$ cat src/rtl/rs_latch_driver_pkg.sv
// Shared types and encodings for the RS latch driver: FSM states and the
// Q value expected back from the latch after each command.
package rs_latch_driver_pkg;

  typedef enum logic [1:0] {
    IDLE    = 2'd0,
    PULSE_S = 2'd1,
    PULSE_R = 2'd2,
    HOLD    = 2'd3
  } state_t;

  localparam logic Q_AFTER_SET   = 1'b1;
  localparam logic Q_AFTER_RESET = 1'b0;

  localparam int unsigned SYNC_STAGES = 2;

endpackage

$ cat src/rtl/rs_latch_driver_debounce_sync.sv
// One button channel: 2-flop synchronizer, stable-count debouncer and a
// registered rising-edge request of the debounced level.
module rs_latch_driver_debounce_sync
  import rs_latch_driver_pkg::*;
#(
  parameter int unsigned DEBOUNCE_CYCLES = 4,
  parameter int unsigned CNT_W           = 8
) (
  input  logic clk,
  input  logic reset_n,
  input  logic btn,
  output logic rise
);

  logic [SYNC_STAGES-1:0] sync_q;
  logic [SYNC_STAGES-1:0] valid_q;
  logic [CNT_W-1:0]       cnt;
  logic                   deb;
  logic                   deb_d;
  logic                   armed;
  logic                   level;

  assign level = sync_q[SYNC_STAGES-1];

  // A button held through reset must be seen released before it can command,
  // so a level that was already high when reset lifted issues no request.
  always_ff @(posedge clk) begin
    if (!reset_n) begin
      sync_q  <= '0;
      valid_q <= '0;
      cnt     <= '0;
      deb     <= 1'b0;
      deb_d   <= 1'b0;
      armed   <= 1'b0;
      rise    <= 1'b0;
    end else begin
      sync_q  <= {sync_q[SYNC_STAGES-2:0], btn};
      valid_q <= {valid_q[SYNC_STAGES-2:0], 1'b1};
      if (level == deb) begin
        cnt <= '0;
      end else if (cnt == CNT_W'(DEBOUNCE_CYCLES - 1)) begin
        deb <= level;
        cnt <= '0;
      end else begin
        cnt <= cnt + CNT_W'(1);
      end
      deb_d <= deb;
      armed <= armed | (valid_q[SYNC_STAGES-1] & ~level);
      rise  <= deb & ~deb_d & armed;
    end
  end

endmodule

$ cat src/rtl/rs_latch_driver.sv
// Turns two bouncy buttons into mutually exclusive fixed-width S/R pulses for
// a NOR latch, then checks the latch Q after each command (sticky ERR).
module rs_latch_driver
  import rs_latch_driver_pkg::*;
#(
  parameter int unsigned DEBOUNCE_CYCLES = 4,
  parameter int unsigned PULSE_CYCLES    = 2,
  parameter int unsigned HOLDOFF_CYCLES  = 2,
  parameter int unsigned CNT_W           = 8
) (
  input  logic clk,
  input  logic reset_n,
  input  logic BTN_SET,
  input  logic BTN_RESET,
  input  logic Q_FB,
  output logic S,
  output logic R,
  output logic BUSY,
  output logic ERR
);

  logic             rise_set;
  logic             rise_reset;
  state_t           state;
  state_t           state_n;
  logic [CNT_W-1:0] cnt;
  logic [CNT_W-1:0] cnt_n;
  logic             exp_q;
  logic             exp_n;
  logic             err_n;
  logic             s_n;
  logic             r_n;
  logic             busy_n;

  rs_latch_driver_debounce_sync #(
    .DEBOUNCE_CYCLES(DEBOUNCE_CYCLES),
    .CNT_W          (CNT_W)
  ) u_set (
    .clk    (clk),
    .reset_n(reset_n),
    .btn    (BTN_SET),
    .rise   (rise_set)
  );

  rs_latch_driver_debounce_sync #(
    .DEBOUNCE_CYCLES(DEBOUNCE_CYCLES),
    .CNT_W          (CNT_W)
  ) u_reset (
    .clk    (clk),
    .reset_n(reset_n),
    .btn    (BTN_RESET),
    .rise   (rise_reset)
  );

  always_ff @(posedge clk) begin
    if (!reset_n) begin
      state <= IDLE;
      cnt   <= '0;
      exp_q <= Q_AFTER_RESET;
      S     <= 1'b0;
      R     <= 1'b0;
      BUSY  <= 1'b0;
      ERR   <= 1'b0;
    end else begin
      state <= state_n;
      cnt   <= cnt_n;
      exp_q <= exp_n;
      S     <= s_n;
      R     <= r_n;
      BUSY  <= busy_n;
      ERR   <= err_n;
    end
  end

  // Outputs are decoded from the next state so S/R/BUSY line up with it;
  // one-hot decoding of a single state keeps S and R exclusive.
  always_comb begin
    state_n = state;
    cnt_n   = cnt;
    exp_n   = exp_q;
    err_n   = ERR;
    unique case (state)
      IDLE: begin
        cnt_n = '0;
        if (rise_reset) begin
          state_n = PULSE_R;
          exp_n   = Q_AFTER_RESET;
        end else if (rise_set) begin
          state_n = PULSE_S;
          exp_n   = Q_AFTER_SET;
        end
      end
      PULSE_S, PULSE_R: begin
        if (cnt == CNT_W'(PULSE_CYCLES - 1)) begin
          state_n = HOLD;
          cnt_n   = '0;
        end else begin
          cnt_n = cnt + CNT_W'(1);
        end
      end
      HOLD: begin
        if (cnt == CNT_W'(HOLDOFF_CYCLES - 1)) begin
          state_n = IDLE;
          cnt_n   = '0;
          if (Q_FB != exp_q) err_n = 1'b1;
        end else begin
          cnt_n = cnt + CNT_W'(1);
        end
      end
    endcase
    s_n    = (state_n == PULSE_S);
    r_n    = (state_n == PULSE_R);
    busy_n = (state_n != IDLE);
  end

endmodule

$ cat config.mk
export PLATFORM = sky130hd
export DESIGN_NAME = rs_latch_driver
export DESIGN_NICKNAME = d
export VERILOG_FILES = /design/src/rtl/rs_latch_driver_pkg.sv /design/src/rtl/rs_latch_driver_debounce_sync.sv /design/src/rtl/rs_latch_driver.sv
export SDC_FILE = /design/constraint.sdc
export NUM_CORES = 1
export LEC_CHECK = 0
export ABC_AREA = 0
export BUFFER_PORTS_ARGS = -buffer_cell sky130_fd_sc_hd__buf_2
export CAP_MARGIN = 30
export CELL_PAD_IN_SITES_DETAIL_PLACEMENT = 0
export CELL_PAD_IN_SITES_GLOBAL_PLACEMENT = 1
export CORE_AREA = 2 2 66 68
export CTS_BUF_LIST = sky130_fd_sc_hd__clkbuf_4
export DETAILED_ROUTE_END_ITERATION = 8
export DIE_AREA = 0 0 68 70
export HOLD_SLACK_MARGIN = 0.05
export PLACE_DENSITY = 0.74
export SYNTH_ARGS = -nofsm -noshare
export SYNTH_HDL_FRONTEND = slang
export SYNTH_SLANG_ARGS = --single-unit
$ cat constraint.sdc
create_clock -name clk -period 3 [get_ports clk]
set_input_delay 0.6 -clock clk [delete_from_list [all_inputs] [get_ports clk]]
set_output_delay 0.6 -clock clk [all_outputs]
set_load 0.005 [all_outputs]
==> metrics.md <==
| Metric | Value |
|---|---|
| Status | finished clean |
| Synthesized cell area | 0.00176 sq mm |
| Worst EP required | ~3300 ps |
| Seq/Total Area, Yosys | 0.511 |
| Routed vias/inst | ~4.8 |
| Final max-slew violation count | 0 |
| Longest Clk Path Bufs | 2 |
| Slew @ Worst Pin | roughly 370 ps |
| Final setup skew | 5.54 ps |
| Synth Area in XOR/XNOR | 0.104 |
| CP Capture Type | register |
| Final Util | 0.466 |
| Pwr dens | between 500 and 600 mW/mm^2 |
| Initial antenna violation count | 0 |
| Syn_nets | 200 |
| Vias in the first global route | 1,191 |
| F_max | just under 0.6 GHz |
| DR WL/cell | between 10 and 15 um |
| CTS sink cnt | 45 |
| CTS H-tree lvls | 2 |
| Die width | 68 um |
| CTS Buf Count | 5 |
| Final GP Congestion | roughly 0.74 |
| Root buf cell | clkbuf_4 |
| Die area | roughly 0.0048 sq mm |
| RSZ-0062 raised after global routing | false |
| Detailed-router iteration count before antenna repair | 4 |
| Number of top-level pins | 9 |
| Initial core utilization | 0.425 |
| GRT Total Usage | 0.138 |
| Hold Crit Class | register to register |
| Peak fanout along the critical path | 6 |
| Adder-Cell Fraction of Synth Area | 0.0497 |
| Final net count | around 210 |
| DP Wirelength | ~2000 um |
| Overflow after GRT | 0 |
| Final WS setup | ~1300 ps |
| Post-route DRC | 0 |
| Max transition margin | 0.748 |
| Drt first-iter violations | 70 |
| Arrival @ worst endpoint | approximately 2000 ps |
| Syn Inst Count | 188 |
| CTS tree | yes |
| Main combinational cell family by area after synthesis | simple AND/OR/NAND/NOR gates |
| First-pass GRT wire length | ~5000 um |
| Synthesis Warnings | 0 |
| Setup Viol. Count Final | 0 |
| Power Total | 0.000974 W |
| FILL cells | 405 |
| Crit Path Category | register to register |
| Clk slew on worst S/H paths | 120 ps |
| Fin. Hold Viols | 0 |
| Max Cap Violations | 0 |
| Skew-Pair Late Insertion Delay | ~350 ps |
| Share of cells above drive strength 1 | 0.0945 |
| Ant. Diodes | 0 |
| Fin crit period | between 1500 and 2000 ps |
| Detailed-route via count | 1,226 |
| Post-synthesis simple-gate area fraction | 0.256 |
| CTS-repair resized insts | 0 |
| Setup TNS | 0 ps |
| Leakage | approximately 0.74 nW |
| Mux cell area share after synthesis | 0.00568 |
| Worst ir drop on vdd | between 0.3 and 0.4 mV |
| Netlist cell types | 32 |
| Setup WS pre-CTS | around 1100 ps |
| Row cnt | 24 |
| Port buffer count | 8 |
| Core area | between 0.004 and 0.005 sq mm |
| WL final | approximately 2700 um |
| CP startpoint kind | register |
| Area added between synthesis and finish | 9.58% |
| ANT nets after route | 0 |
| Hold buffer count at CTS | 0 |
| Setup repair bufs after CTS | 0 |
| Placed cells | approximately 250 |
| Flops & latches, synth | between 40 and 50 |
| Largest net degree at the start of global routing | 16 |
| Compound-Gate Fraction of Synth Area | 0.0497 |
| Post-Syn Area per Cell | between 9 and 10 sq um |
| Post-route non-filler standard cell count | ~250 |
| DIE HEIGHT | around 70 um |
| Tcrit/Tclk final | 0.566 |
[worst paths after layout]
check	startpoint	end	slack [ps]	cells after the start
hold / removal	u_reset.sync_q[0]	u_reset.sync_q[1]	450	1
setup reg to reg	cnt[0]	R	1300	5
setup / recovery	cnt[0]	R	1300	5
hold reg to reg	u_reset.sync_q[0]	u_reset.sync_q[1]	450	1
[cells by family after synthesis]
| kind of cell | after synthesis |
|---|---|
| AO/OA/AOI/OAI | 14 |
| XOR/XNOR | 21 |
| adder cells (fa/ha/maj) | 7 |
| buffers and inverters | 11 |
| flip-flops | 45 |
| multiplexers | 1 |
| AND/OR/NAND/NOR | 89 |
[state kept, by name, indices dropped and copies added, names as in the netlist]
register         cells
u_reset.cnt          8
u_set.deb_d          1
R                    1
cnt                  8
u_reset.deb          1
u_reset.sync_q       2
S                    1
u_reset.deb_d        1
u_set.deb            1
u_set.rise           1
u_reset.rise         1
BUSY                 1
ERR                  1
u_set.armed          1
u_set.cnt            8
u_set.sync_q         2
u_set.valid_q        1
exp_q                1
u_reset.valid_q      1
u_reset.armed        1
state                2
[power breakdown]
group          internal [W]  switching [W]
combinational    0.00000634     0.00000940
sequential         0.000604     0.00000349
clock              0.000170       0.000181
[per-stage QoR]
step | instance area [sq um] | hold slack [ps]
6_report | 1930 | 449
5_1_grt | 1930 | 450
4_1_cts | 1930 | 436
3_5_place_dp | 1860 | 425
3_3_place_gp | 1860 | 415
2_1_floorplan | 1760 | 412
[synthesized netlist by cell type]
cell	count	area share
nand4b_1	1	0.0050
nor4b_1	2	0.0099
buf_2	1	0.0028
nand2b_1	1	0.0036
nor2b_1	1	0.0036
o22ai_1	2	0.0071
and3b_1	2	0.0099
or3_1	1	0.0036
xor2_1	15	0.075
o211ai_1	1	0.0043
nor4b_2	1	0.0085
and2_1	8	0.028
and2_4	1	0.0050
mux2i_1	1	0.0057
and3_1	5	0.018
a21oi_1	5	0.014
dfxtp_1	45	0.51
xnor2_1	6	0.030
nand3_1	18	0.051
a31oi_1	1	0.0036
clkbuf_1	1	0.0021
a211oi_1	1	0.0043
o21ba_2	1	0.0057
nor3_1	5	0.014
nand2_1	11	0.023
clkinv_1	1	0.0021
ha_1	7	0.050
nor3_2	1	0.0057
inv_1	8	0.017
o2bb2ai_1	1	0.0050
o21ai_0	2	0.0057
nor2_1	31	0.066
[cell type report]
class / instances / area (sq um) / area share
Clock inverter: 2 / 35.0 / 0.0181
Timing Repair Buffer: 8 / 40.0 / 0.0207
Multi-Input combinational cell: 132 / 820 / 0.424
Clock buffer: 5 / 37.5 / 0.0194
Sequential cell: 45 / 901 / 0.466
Tap cell: 52 / 65.1 / 0.0337
Inverter: 9 / 33.8 / 0.0175
[critical path, cell delays in order (launching register included)]
cell and delay [ps]:
dfxtp_1 440, ha_1 180, nor4b_2 280, and2_4 240, mux2i_1 300, and3_1 210
[cell usage in the layout (no fill, tap or decap), types with 2 or more instances in the layout]
cell type / count
xor2_1: 15
nor3_1: 5
nand2_1: 11
inv_1: 8
nor2_1: 31
nand3_1: 18
clkbuf_4: 5
buf_2: 8
and3b_1: 2
and3_1: 5
and2_1: 8
o21ai_0: 2
xnor2_1: 6
nor4b_1: 2
o22ai_1: 2
dfxtp_1: 45
ha_1: 7
a21oi_1: 5
[per-layer routing]
metal  wire (um)  GRT usage  part of all wire
met5           0          0                 0
met4          42     0.0867             0.015
met3         115     0.0419             0.042
met2        1270      0.214              0.46
met1        1310      0.162              0.48
(Power assumes the default switching activity.)
